File: src/rtl/lsu_mc.sv
// lsu_mc: single-outstanding load/store unit bridging a core request port to an
// SRAM-style bus with separate address (addr_ok) and data (data_ok) handshakes.
// Handles alignment checking, byte strobes, store-lane replication, load-lane
// extraction with sign/zero extension, and an optional address/data timeout.
module lsu_mc #(
    parameter int ADDR_W  = 32,
    parameter int DATA_W  = 32,
    parameter int TIMEOUT = 255
) (
    input  logic                clk,
    input  logic                resetn,
    input  logic                req_valid,
    output logic                req_ready,
    input  logic                req_we,
    input  logic [1:0]          req_size,
    input  logic                req_sext,
    input  logic [ADDR_W-1:0]   req_addr,
    input  logic [DATA_W-1:0]   req_wdata,
    output logic                resp_valid,
    output logic [DATA_W-1:0]   resp_rdata,
    output logic                resp_err,
    output logic                data_sram_req,
    output logic                data_sram_wr,
    output logic [1:0]          data_sram_size,
    output logic [DATA_W/8-1:0] data_sram_wstrb,
    output logic [ADDR_W-1:0]   data_sram_addr,
    output logic [DATA_W-1:0]   data_sram_wdata,
    input  logic                data_sram_addr_ok,
    input  logic                data_sram_data_ok,
    input  logic [DATA_W-1:0]   data_sram_rdata
);

    localparam int NB    = DATA_W / 8;
    localparam int OFF_W = $clog2(NB);
    localparam int CNT_W = (TIMEOUT < 2) ? 1 : $clog2(TIMEOUT + 1);
    // Count value seen during the TIMEOUT-th busy cycle.
    localparam logic [CNT_W-1:0] CNT_LAST = (TIMEOUT == 0) ? '0 : CNT_W'(TIMEOUT - 1);

    typedef enum logic [1:0] {S_IDLE, S_ADDR, S_DATA, S_RESP} state_t;

    state_t              state_q, state_d;
    logic                lat_we, lat_sext;
    logic [1:0]          lat_size;
    logic [ADDR_W-1:0]   lat_addr;
    logic [DATA_W-1:0]   lat_wdata;
    logic [CNT_W-1:0]    cnt_q;
    logic [DATA_W-1:0]   rdata_q;
    logic                err_q;

    logic                accept, legal, misaligned, busy, timeout_hit;
    logic [NB-1:0]       size_mask, wstrb_c;
    logic [DATA_W-1:0]   wdata_c, load_raw, load_ext;
    logic                load_sign;

    assign accept      = (state_q == S_IDLE) && req_valid;
    assign busy        = (state_q == S_ADDR) || (state_q == S_DATA);
    assign timeout_hit = (TIMEOUT != 0) && (cnt_q == CNT_LAST);

    // Legality of the incoming request: natural alignment and a size the bus supports.
    always_comb begin
        // NOTE: every always_comb output gets a default first so no path infers a latch.
        misaligned = 1'b0;
        case (req_size)
            2'd0:    misaligned = 1'b0;
            2'd1:    misaligned = req_addr[0];
            2'd2:    misaligned = |req_addr[1:0];
            default: misaligned = |req_addr[2:0];
        endcase
        legal = !misaligned && !((req_size == 2'd3) && (DATA_W == 32));
    end

    // State register.
    always_ff @(posedge clk or negedge resetn) begin
        if (!resetn) begin
            state_q <= S_IDLE;
        end else begin
            // NOTE: sequential state uses non-blocking assignments so all flops update together.
            state_q <= state_d;
        end
    end

    // Next-state logic; timeout beats addr_ok, but data_ok beats timeout.
    always_comb begin
        state_d = state_q;
        case (state_q)
            S_IDLE: if (req_valid) state_d = legal ? S_ADDR : S_RESP;
            S_ADDR: begin
                if (timeout_hit)            state_d = S_RESP;
                else if (data_sram_addr_ok) state_d = S_DATA;
            end
            S_DATA: begin
                if (data_sram_data_ok || timeout_hit) state_d = S_RESP;
            end
            default: state_d = S_IDLE;
        endcase
    end

    // Request capture, timeout counter and response registers.
    always_ff @(posedge clk or negedge resetn) begin
        if (!resetn) begin
            lat_we    <= 1'b0;
            lat_sext  <= 1'b0;
            lat_size  <= 2'd0;
            lat_addr  <= '0;
            lat_wdata <= '0;
            cnt_q     <= '0;
            rdata_q   <= '0;
            err_q     <= 1'b0;
        end else begin
            if (accept) begin
                lat_we    <= req_we;
                lat_sext  <= req_sext;
                lat_size  <= req_size;
                lat_addr  <= req_addr;
                lat_wdata <= req_wdata;
                cnt_q     <= '0;
                if (!legal) begin
                    rdata_q <= '0;
                    err_q   <= 1'b1;
                end
            end else if (busy) begin
                cnt_q <= cnt_q + CNT_W'(1);
            end

            if ((state_q == S_DATA) && data_sram_data_ok) begin
                rdata_q <= lat_we ? '0 : load_ext;
                err_q   <= 1'b0;
            end else if (busy && timeout_hit) begin
                rdata_q <= '0;
                err_q   <= 1'b1;
            end
        end
    end

    // Byte strobes: 2^size contiguous lanes starting at the address offset.
    always_comb begin
        size_mask = '0;
        for (int i = 0; i < NB; i++) size_mask[i] = (i < (1 << lat_size));
        wstrb_c = lat_we ? (size_mask << lat_addr[OFF_W-1:0]) : '0;
    end

    // Store data: the low 2^size bytes replicated across every lane.
    always_comb begin
        wdata_c = '0;
        for (int b = 0; b < NB; b++) begin
            case (lat_size)
                2'd0:    wdata_c[b*8 +: 8] = lat_wdata[7:0];
                2'd1:    wdata_c[b*8 +: 8] = lat_wdata[(b % 2)*8 +: 8];
                2'd2:    wdata_c[b*8 +: 8] = lat_wdata[(b % 4)*8 +: 8];
                default: wdata_c[b*8 +: 8] = lat_wdata[b*8 +: 8];
            endcase
        end
    end

    // Load data: shift the addressed lane down, then sign- or zero-extend.
    always_comb begin
        load_raw = data_sram_rdata >> {lat_addr[OFF_W-1:0], 3'b000};
        case (lat_size)
            2'd0:    load_sign = load_raw[7];
            2'd1:    load_sign = load_raw[15];
            2'd2:    load_sign = load_raw[31];
            default: load_sign = load_raw[DATA_W-1];
        endcase
        load_ext = '0;
        for (int i = 0; i < DATA_W; i++)
            load_ext[i] = (i < (8 << lat_size)) ? load_raw[i] : (lat_sext & load_sign);
    end

    assign req_ready       = (state_q == S_IDLE);
    assign resp_valid      = (state_q == S_RESP);
    assign resp_rdata      = rdata_q;
    assign resp_err        = err_q;
    assign data_sram_req   = (state_q == S_ADDR);
    assign data_sram_wr    = lat_we;
    assign data_sram_size  = lat_size;
    assign data_sram_addr  = lat_addr;
    assign data_sram_wstrb = wstrb_c;
    assign data_sram_wdata = wdata_c;

endmodule

File: config.mk
export PLATFORM = sky130hd
export DESIGN_NAME = lsu_mc
export DESIGN_NICKNAME = d
export VERILOG_FILES = /design/src/rtl/lsu_mc.sv
export SDC_FILE = /design/constraint.sdc
export NUM_CORES = 1
export LEC_CHECK = 0
export ABC_CLOCK_PERIOD_IN_PS = 2400
export CAP_MARGIN = 20
export CORE_ASPECT_RATIO = 2
export CORE_MARGIN = 4
export CORE_UTILIZATION = 44
export CTS_BUF_LIST = sky130_fd_sc_hd__clkbuf_4 sky130_fd_sc_hd__clkbuf_8 sky130_fd_sc_hd__clkbuf_16
export DETAILED_ROUTE_END_ITERATION = 8
export GPL_TIMING_DRIVEN = 0
export PLACE_DENSITY = 0.83
export SYNTH_ARGS = -nofsm -noshare
export SYNTH_HDL_FRONTEND = slang
export SYNTH_SLANG_ARGS = --single-unit
File: constraint.sdc
create_clock -name clk -period 2.4 [get_ports clk]
set_input_delay 0.72 -clock clk [delete_from_list [all_inputs] [get_ports clk]]
set_output_delay 0.72 -clock clk [all_outputs]
set_load 0.01 [all_outputs]
==> metrics list, run 1 <==
- In this run the clock root is driven by a sky130_fd_sc_hd__clkbuf_16.
- Data on the critical path arrives at its endpoint at 1.70 ns.
- Once routing completed, OpenROAD measured the worst setup slack at -0.0203 ns.
- Setup violations remaining at the end of the flow were counted as 1.
- TritonCTS clock tree: done
* Highest achievable clock rate: 413 MHz
- Depth of the worst register-to-register path: 8
- Wire length reported by the detailed router: 19500 um
- Pre-antenna DRT Iters: 5
- From left edge to right edge, the die measures 86.5 um.
- The count of nets left with antenna violations once routing finished came out at 0.
- The run finished, with violations left.
- Smallest hold slack: 0.400 ns
- Avg Synthesized Cell Area: 9.41 um2
- Setup repair after global routing could not meet its margin everywhere.
- Area after detailed placement: 7740 um2
* DR vias: 5201
- Number of DRC markers after the initial detailed-route iteration: 293
- Number of buffer and inverter stages on the critical path: 4
- Primary flip-flop cell chosen by synthesis mapping: sky130_fd_sc_hd__dfrtp_1
* First-pass GRT wire length: 29600 um
- Wirelength per Cell: 20.3 um
* Most frequent cell on the critical path: sky130_fd_sc_hd__buf_6
* Die Outline Area: 14300 um2
* Number of hold violations in the final report: 0
- Kind of path behind the tightest hold check: primary input to asynchronous set/reset pin
- The via count of the first global-routing pass was 5578.
- Among cell families on the critical path, the largest total delay comes from buffers and inverters.
- Async S/R FF share, synth: 100%
- IO Pins: 212
- Post-synth net total: 687
- In this run the static leakage power is 3.97 nW.
- The synthesized netlist occupies a cell area of 5420 um2.
- Number of design rule violations left after detail routing: 0
- The initial antenna violation count was 0.
- The cell count after synthesis came out at 576.
- Clock-pin slew was measured on the worst setup and hold paths at 0.08 ns.
* Final weighted congestion in routability-driven placement: 0.892
* Count of final max-slew check failures: 0
* All-layer global routing usage: 27.6%
- Clock skew: 0.0126 ns
* Port buffer count: 211
- In this run, synthesis inferred 0 flip-flops with an integrated enable.
* PnR Total Power: 11.0 mW
- Placement-stage worst setup slack: -0.346 ns
* Worst r2r src: state_q[1]
- Total overflow reported by the global router: 0
- The worst setup path is of the flop to output port kind.
- Fraction of layout cells with a size suffix above 1: 12.9%
- Type of element launching the critical path: flop
- Total instance count after detailed placement: 935
- Minimum period implied by the final worst setup slack: 2.42 ns
* Final-layout setup total negative slack: -0.0203 ns
* Via density per instance: 5.41
- Worst path slowest cell: sky130_fd_sc_hd__dfrtp_2
- In this run the power density over the cells is 1340 nW/um2.
- The tool flagged a number of max-cap violations equal to 0.
- Synth cell types: 42
* Largest incremental delay on the critical path: 0.42 ns
- CTS built an H-tree with a depth of 3.
* Post-route cell area: 8210 um2
* Violations in the final reports: negative setup slack
* Count of warnings emitted by yosys: 0
* Pin count of the biggest net entering global routing: 61
* Layout Utilization: 67.8%
- For the worst setup path, the data required time is 1.68 ns.
- Final Cycle Share: 101%
* Source-to-sink clock delay at the later pin of the worst-skew pair: 0.35 ns
- The library cell used most frequently in the layout, excluding fill and tap cells, is sky130_fd_sc_hd__nand2_1.
* Seq cells post-synth: 111
- Peak supply drop: 0.000800 V
* Post-detailed-placement half-perimeter wirelength: 15300 um
- Counting every sink on the clock net gives 111.
* Cts bufs inserted: 9
- In the final design database the tool counted 920 nets.
* Overall die height: 165 um
- The finished layout holds 961 standard cells, fillers aside.
- Area Overhead vs Synth: 51.5%
* Critical Path Fanout Max: 4
- The share of the Yosys chip area taken by registers is 51.2%.
- In this run the register-to-register setup slack is 0.22 ns.
- Worst slew pin tran: 0.698 ns
* Worst R2R End: data_sram_addr[2]
- The repair_antennas step left the layout with diodes totalling 0.
- Most frequent cells in the layout: sky130_fd_sc_hd__nand2_1 (229), sky130_fd_sc_hd__clkdlybuf4s50_1 (181), sky130_fd_sc_hd__dfrtp_1 (110), sky130_fd_sc_hd__mux2i_1 (25), sky130_fd_sc_hd__nor2_1 (20)
- Initial core utilization: 44.7%
* Headroom to the max-slew limit: 53.4%
- The region available for standard cell placement spans 12100 um2.
- Row generation in the floorplan step produced 57 rows.
* Cell-by-cell listing of the critical path: buf_6 -> nor2_4 -> buf_6 -> buf_6 -> mux2_4 -> buf_6
- Max clock buf depth: 2
- The worst setup path is captured at an output port.
[cell usage after synthesis (6+ instances only)]
cell / n / area share (%)
sky130_fd_sc_hd__buf_2: 7 / 0.65
sky130_fd_sc_hd__a221o_1: 15 / 2.8
sky130_fd_sc_hd__buf_4: 11 / 1.5
sky130_fd_sc_hd__a211o_1: 16 / 2.6
sky130_fd_sc_hd__buf_1: 6 / 0.42
sky130_fd_sc_hd__nor2b_1: 12 / 1.4
sky130_fd_sc_hd__a21oi_1: 6 / 0.55
sky130_fd_sc_hd__nand2_1: 229 / 16
sky130_fd_sc_hd__buf_6: 6 / 1.2
sky130_fd_sc_hd__clkbuf_1: 14 / 0.97
sky130_fd_sc_hd__inv_1: 7 / 0.48
sky130_fd_sc_hd__ha_1: 6 / 1.4
sky130_fd_sc_hd__o21ai_0: 19 / 1.8
sky130_fd_sc_hd__mux2_2: 16 / 3.3
sky130_fd_sc_hd__dfrtp_1: 111 / 51
sky130_fd_sc_hd__mux2i_1: 28 / 5.2
sky130_fd_sc_hd__nor2_1: 20 / 1.4
sky130_fd_sc_hd__a32o_1: 8 / 1.5
[worst register-to-register path, delay by kind of cell, from the launching register on]
kind | cells | cell delay (ns)
adder cells (fa/ha/maj) | 1 | 0.16
AND/OR/NAND/NOR | 3 | 0.53
flip-flops | 1 | 0.44
buffers and inverters | 4 | 0.98
[how the worst max path moves through the flow]
| stage | start | end | slack, ns | cells after the start |
|---|---|---|---|---|
| 6_report | data_sram_size[1] | data_sram_wdata[12] | -0.02 | 6 |
| 5_1_grt | data_sram_size[1] | data_sram_wdata[12] | -0.07 | 6 |
| 4_1_cts | data_sram_addr[0] | data_sram_wstrb[1] | -0.01 | 6 |
| 3_5_place_dp | data_sram_size[1] | data_sram_wstrb[1] | -0.35 | 5 |
| 3_3_place_gp | resetn | data_sram_addr[22] | -3.50 | 1 |
| 2_1_floorplan | data_sram_addr[0] | data_sram_wstrb[1] | 0.29 | 6 |
[power breakdown]
part / internal [mW] / total [mW] / switching [mW]
Combinational: 3.17 / 6.12 / 2.95
Clock: 0.836 / 1.52 / 0.682
Sequential: 2.70 / 3.36 / 0.658
[what timing repair did]
item                                    CTS  global route
gates resized for setup                  93            36
setup buffers                            10             2
endpoints found under the setup margin   29            28
hold buffers                              0             0
pin swaps                                 1             1
[cell families after synthesis]
family,Yosys count,share of synthesized area (%)
adders and majority gates,6,1.38
buffers and inverters,51,5.28
AOI/OAI and AO/OA,74,10.8
muxes,44,8.49
xor gates and xnor gates,5,0.808
and+or+nand+nor,285,22.0
DFF,111,51.2
[area by class of cell]
cell class              instances  area, um2
flip-flops and latches        111       2780
multi-input cells             414       2420
clock inverters                 5       57.6
fillers                       955       3910
repair buffers                224       2200
plain buffers                  42        312
inverters                       7       26.3
well taps                     147        184
clock buffers                  11        240
[sequential cells by signal, indices dropped and copies added (netlist names)]
| signal | count |
|---|---|
| resp_err | 1 |
| cnt_q | 8 |
| data_sram_wr | 1 |
| resp_rdata | 32 |
| state_q | 2 |
| lat_sext | 1 |
| lat_wdata | 32 |
| data_sram_size | 2 |
| data_sram_addr | 32 |
[layer usage]
layer,GRT usage (%),share of wire [%],routed length [um],up-vias
met1,26.8,33,6430,2495
met5,0,0,0,-
met3,5.54,6.4,1250,63
met4,17.2,5.5,1080,0
met2,51.5,55,10800,258
li1,-,-,-,2385
(Power assumes the default switching activity.)
==> run 2, diff against run 1 <==
ABC_CLOCK_PERIOD_IN_PS = 2320   (was 2400)
clock period = 2.32 ns   (was 2.4 ns; I/O delays follow)
==> metrics list, run 2 (synthesis gave the netlist of run 1 again) <==
* Result of the run: finished with violations
- Violations in the final reports: negative setup slack
- In the global route stage, met2 resource usage came out at 51.0%.
- Most frequent cell on the critical path: sky130_fd_sc_hd__buf_6
- Inserted Diodes: 0
* Headroom to the max-slew limit: 54.0%
* Pin count of the biggest net entering global routing: 61
- Once placement finished, the instance area stood at 7740 um2.
- The number of failing hold endpoints at the final stage was 0.
* Total overflow reported by the global router: 0
- Counting cells, the worst reg-to-reg path comes to 7.
* Port buffer count: 211
- For this run, the number of standard cells in the final layout without fillers is 969.
- Reg clk slew, reported paths: 0.08 ns
- IO Pins: 212
- The startpoint identified for the worst register-to-register timing path is state_q[0].
- Source-to-sink clock delay at the later pin of the worst-skew pair: 0.35 ns
- For the worst setup path, the data arrival time is 1.65 ns.
* Most common library cell in the layout ignoring fill and taps: sky130_fd_sc_hd__nand2_1
* Number of buffer and inverter stages on the critical path: 4
* Number of nets with antenna violations after detailed routing: 0
* Total instance count after detailed placement: 935
- For the finished layout, the period the worst path requires is 2.35 ns.
* Core area: 12100 um2
- Setup slack after layout: -0.0267 ns
- For this design the ratio of total power to cell area is 1390 nW/um2.
- The analysis attributes to cell leakage a power of 4.05 nW.
- The wire-length estimate of the detail-placed layout is 15300 um.
- Area Overhead vs Synth: 53.4%
- The worst path uses 101% of the clock period.
- Pre-antenna DRT Iters: 6
- The worst register-to-register path ends at resp_rdata[28].
- Count of final max-slew check failures: 0
* Number of antenna violations at the first check in global routing: 0
- Across every metal layer, demand over resource in global routing totals 27.5%.
- At the pin with the least slew margin, the transition time is 0.690 ns.
- The cell family contributing the most delay on the critical path is buffers and inverters.
- DIE WIDTH: 86.5 um
- The setup path with the least slack is of type flop to output port.
- Number of design rule violations left after detail routing: 0
* Cts bufs inserted: 9
- Most utilized layer in the global route result: met2
- Wire length reported by the detailed router: 19800 um
- Critical path required time: 1.62 ns
- The routed layout has 5262 vias.
- Crit end category: output port
- Type of element launching the critical path: flop
* Number of DRC markers after the initial detailed-route iteration: 296
- The slowest stage of the critical path is the sky130_fd_sc_hd__dfrtp_1 cell.
- TritonCTS built the clock tree.
- CTS saw 111 sinks.
- For this run, the post-layout net count is 928.
- First-pass GRT wire length: 29500 um
- Cells with a size suffix above 1 make up 14.8% of the layout.
- Critical Path Fanout Max: 4
- Clock skew: 0.0117 ns
- Minimum setup slack among reg-to-reg paths: 0.22 ns
- Largest incremental delay on the critical path: 0.39 ns
- Once the floorplan was initialized, standard cells occupied 44.7% of the core.
- Via count of the first global-routing pass: 5567
* Overall die height: 165 um
- Setup violations, final: 1
- In the global route stage, met1 resource usage came out at 26.9%.
- Max clock buf depth: 2
* Post-route cell area: 8320 um2
* Most frequent cells in the layout: sky130_fd_sc_hd__nand2_1 (229), sky130_fd_sc_hd__clkdlybuf4s50_1 (179), sky130_fd_sc_hd__dfrtp_1 (109), sky130_fd_sc_hd__buf_4 (29), sky130_fd_sc_hd__mux2i_1 (25)
- Walking the worst path, the cells encountered are buf_6 -> nor2_4 -> buf_6 -> buf_6 -> mux2_4 -> buf_6.
* GRT met3 Usage: 5.34%
- Smallest hold slack: 0.380 ns
- The congestion estimate from routability-driven global placement came to 0.892.
- Root buffer selected by CTS: sky130_fd_sc_hd__clkbuf_16
- The floorplan step defined a die boundary enclosing 14300 um2.
- Placement-stage worst setup slack: -0.402 ns
* Via density per instance: 5.43
* Wirelength per Cell: 20.5 um
- Highest achievable clock rate: 426 MHz
- For this design, the CTS-stage hold fixing added 0 buffers.
- Peak supply drop: 0.000863 V
- Standard-cell row count: 57
* RSZ-0062 raised after global routing: true
- Across the run, the number of max-cap violations was 0.
- The H-tree was split into 3 levels.
* Kind of path behind the tightest hold check: primary input to asynchronous set/reset pin
==> run 2: cell count changes in the layout (fill, tap and decap cells not counted), moves of 2 or more <==
cell | previous run | this run
sky130_fd_sc_hd__o21ai_0 | 19 | 16
sky130_fd_sc_hd__buf_8 | 1 | 3
sky130_fd_sc_hd__dlymetal6s2s_1 | 0 | 2
sky130_fd_sc_hd__clkbuf_2 | 7 | 9
sky130_fd_sc_hd__clkdlybuf4s15_2 | 0 | 2
sky130_fd_sc_hd__clkbuf_16 | 9 | 11
sky130_fd_sc_hd__clkdlybuf4s50_1 | 181 | 179
sky130_fd_sc_hd__buf_4 | 18 | 29
sky130_fd_sc_hd__o21ai_1 | 0 | 3
sky130_fd_sc_hd__dlygate4sd2_1 | 10 | 7
sky130_fd_sc_hd__buf_1 | 4 | 2
==> run 2: worst max path at each step <==
stage                                  from                   to  cells past startpoint
final                     data_sram_size[0]  data_sram_wdata[12]                      6
after floorplan           data_sram_addr[0]   data_sram_wstrb[1]                      6
after CTS                 data_sram_addr[0]   data_sram_wstrb[1]                      6
after global routing      data_sram_size[0]  data_sram_wdata[12]                      6
after detailed placement  data_sram_size[1]   data_sram_wstrb[1]                      5
after global placement               resetn   data_sram_addr[22]                      1
==> run 2: final cells by class <==
type                    count  area (um2)
multi-input cells         414        2420
plain buffers              42         329
fillers                   934        3810
clock buffers              11         240
well taps                 147         184
clock inverters             5        57.6
inverters                   7        26.3
flip-flops and latches    111        2780
repair buffers            232        2280
==> run 2: repair_timing <==
item                                    in CTS  in global routing
endpoints found under the setup margin      31                 37
pin swaps                                    1                  2
buffers inserted                            12                  7
resized for setup                          112                 42
gates cloned                                 0                  1
==> run 2: where the power goes <==
part	switching (mW)	leakage (nW)	internal, mW
clock	0.706	0.151	0.865
sequential	0.695	1.42	2.79
combinational	3.10	2.48	3.42
total	4.50	4.05	7.08
==> run 2: metal layers <==
metal  share of wire [%]  routed length, um
met5                   0                  0
met4                 6.2               1220
met3                 6.4               1260
met2                  55              10800
met1                  33               6510
==> run 2: per-stage QoR <==
stage / power [mW] / setup TNS [ns] / util, %
5_1_grt: 12.3 / -0.234 / 68.6
2_1_floorplan: 6.35 / 0 / -
4_1_cts: 11.3 / -0.0908 / 67.6
3_3_place_gp: 9.33 / -415.44 / 63.7
6_report: 11.6 / -0.0267 / 68.6
3_5_place_dp: 9.53 / -22.37 / 63.9
==> run 2: worst reg2reg max path, cell delays in order (launching register included) <==
cell	delay [ns]
sky130_fd_sc_hd__dfrtp_1	0.42
sky130_fd_sc_hd__inv_2	0.11
sky130_fd_sc_hd__ha_1	0.30
sky130_fd_sc_hd__and3b_1	0.22
sky130_fd_sc_hd__buf_4	0.19
sky130_fd_sc_hd__nand3b_2	0.26
sky130_fd_sc_hd__nor2_4	0.32
sky130_fd_sc_hd__a221o_1	0.20
==> run 3, diff against run 2 <==
ABC_CLOCK_PERIOD_IN_PS = 2400   (was 2320)
clock period = 2.4 ns   (was 2.32 ns; I/O delays follow)
==> results of run 3 <==
Same layout as run 1: the final DEF is identical, and so are final timing and power.
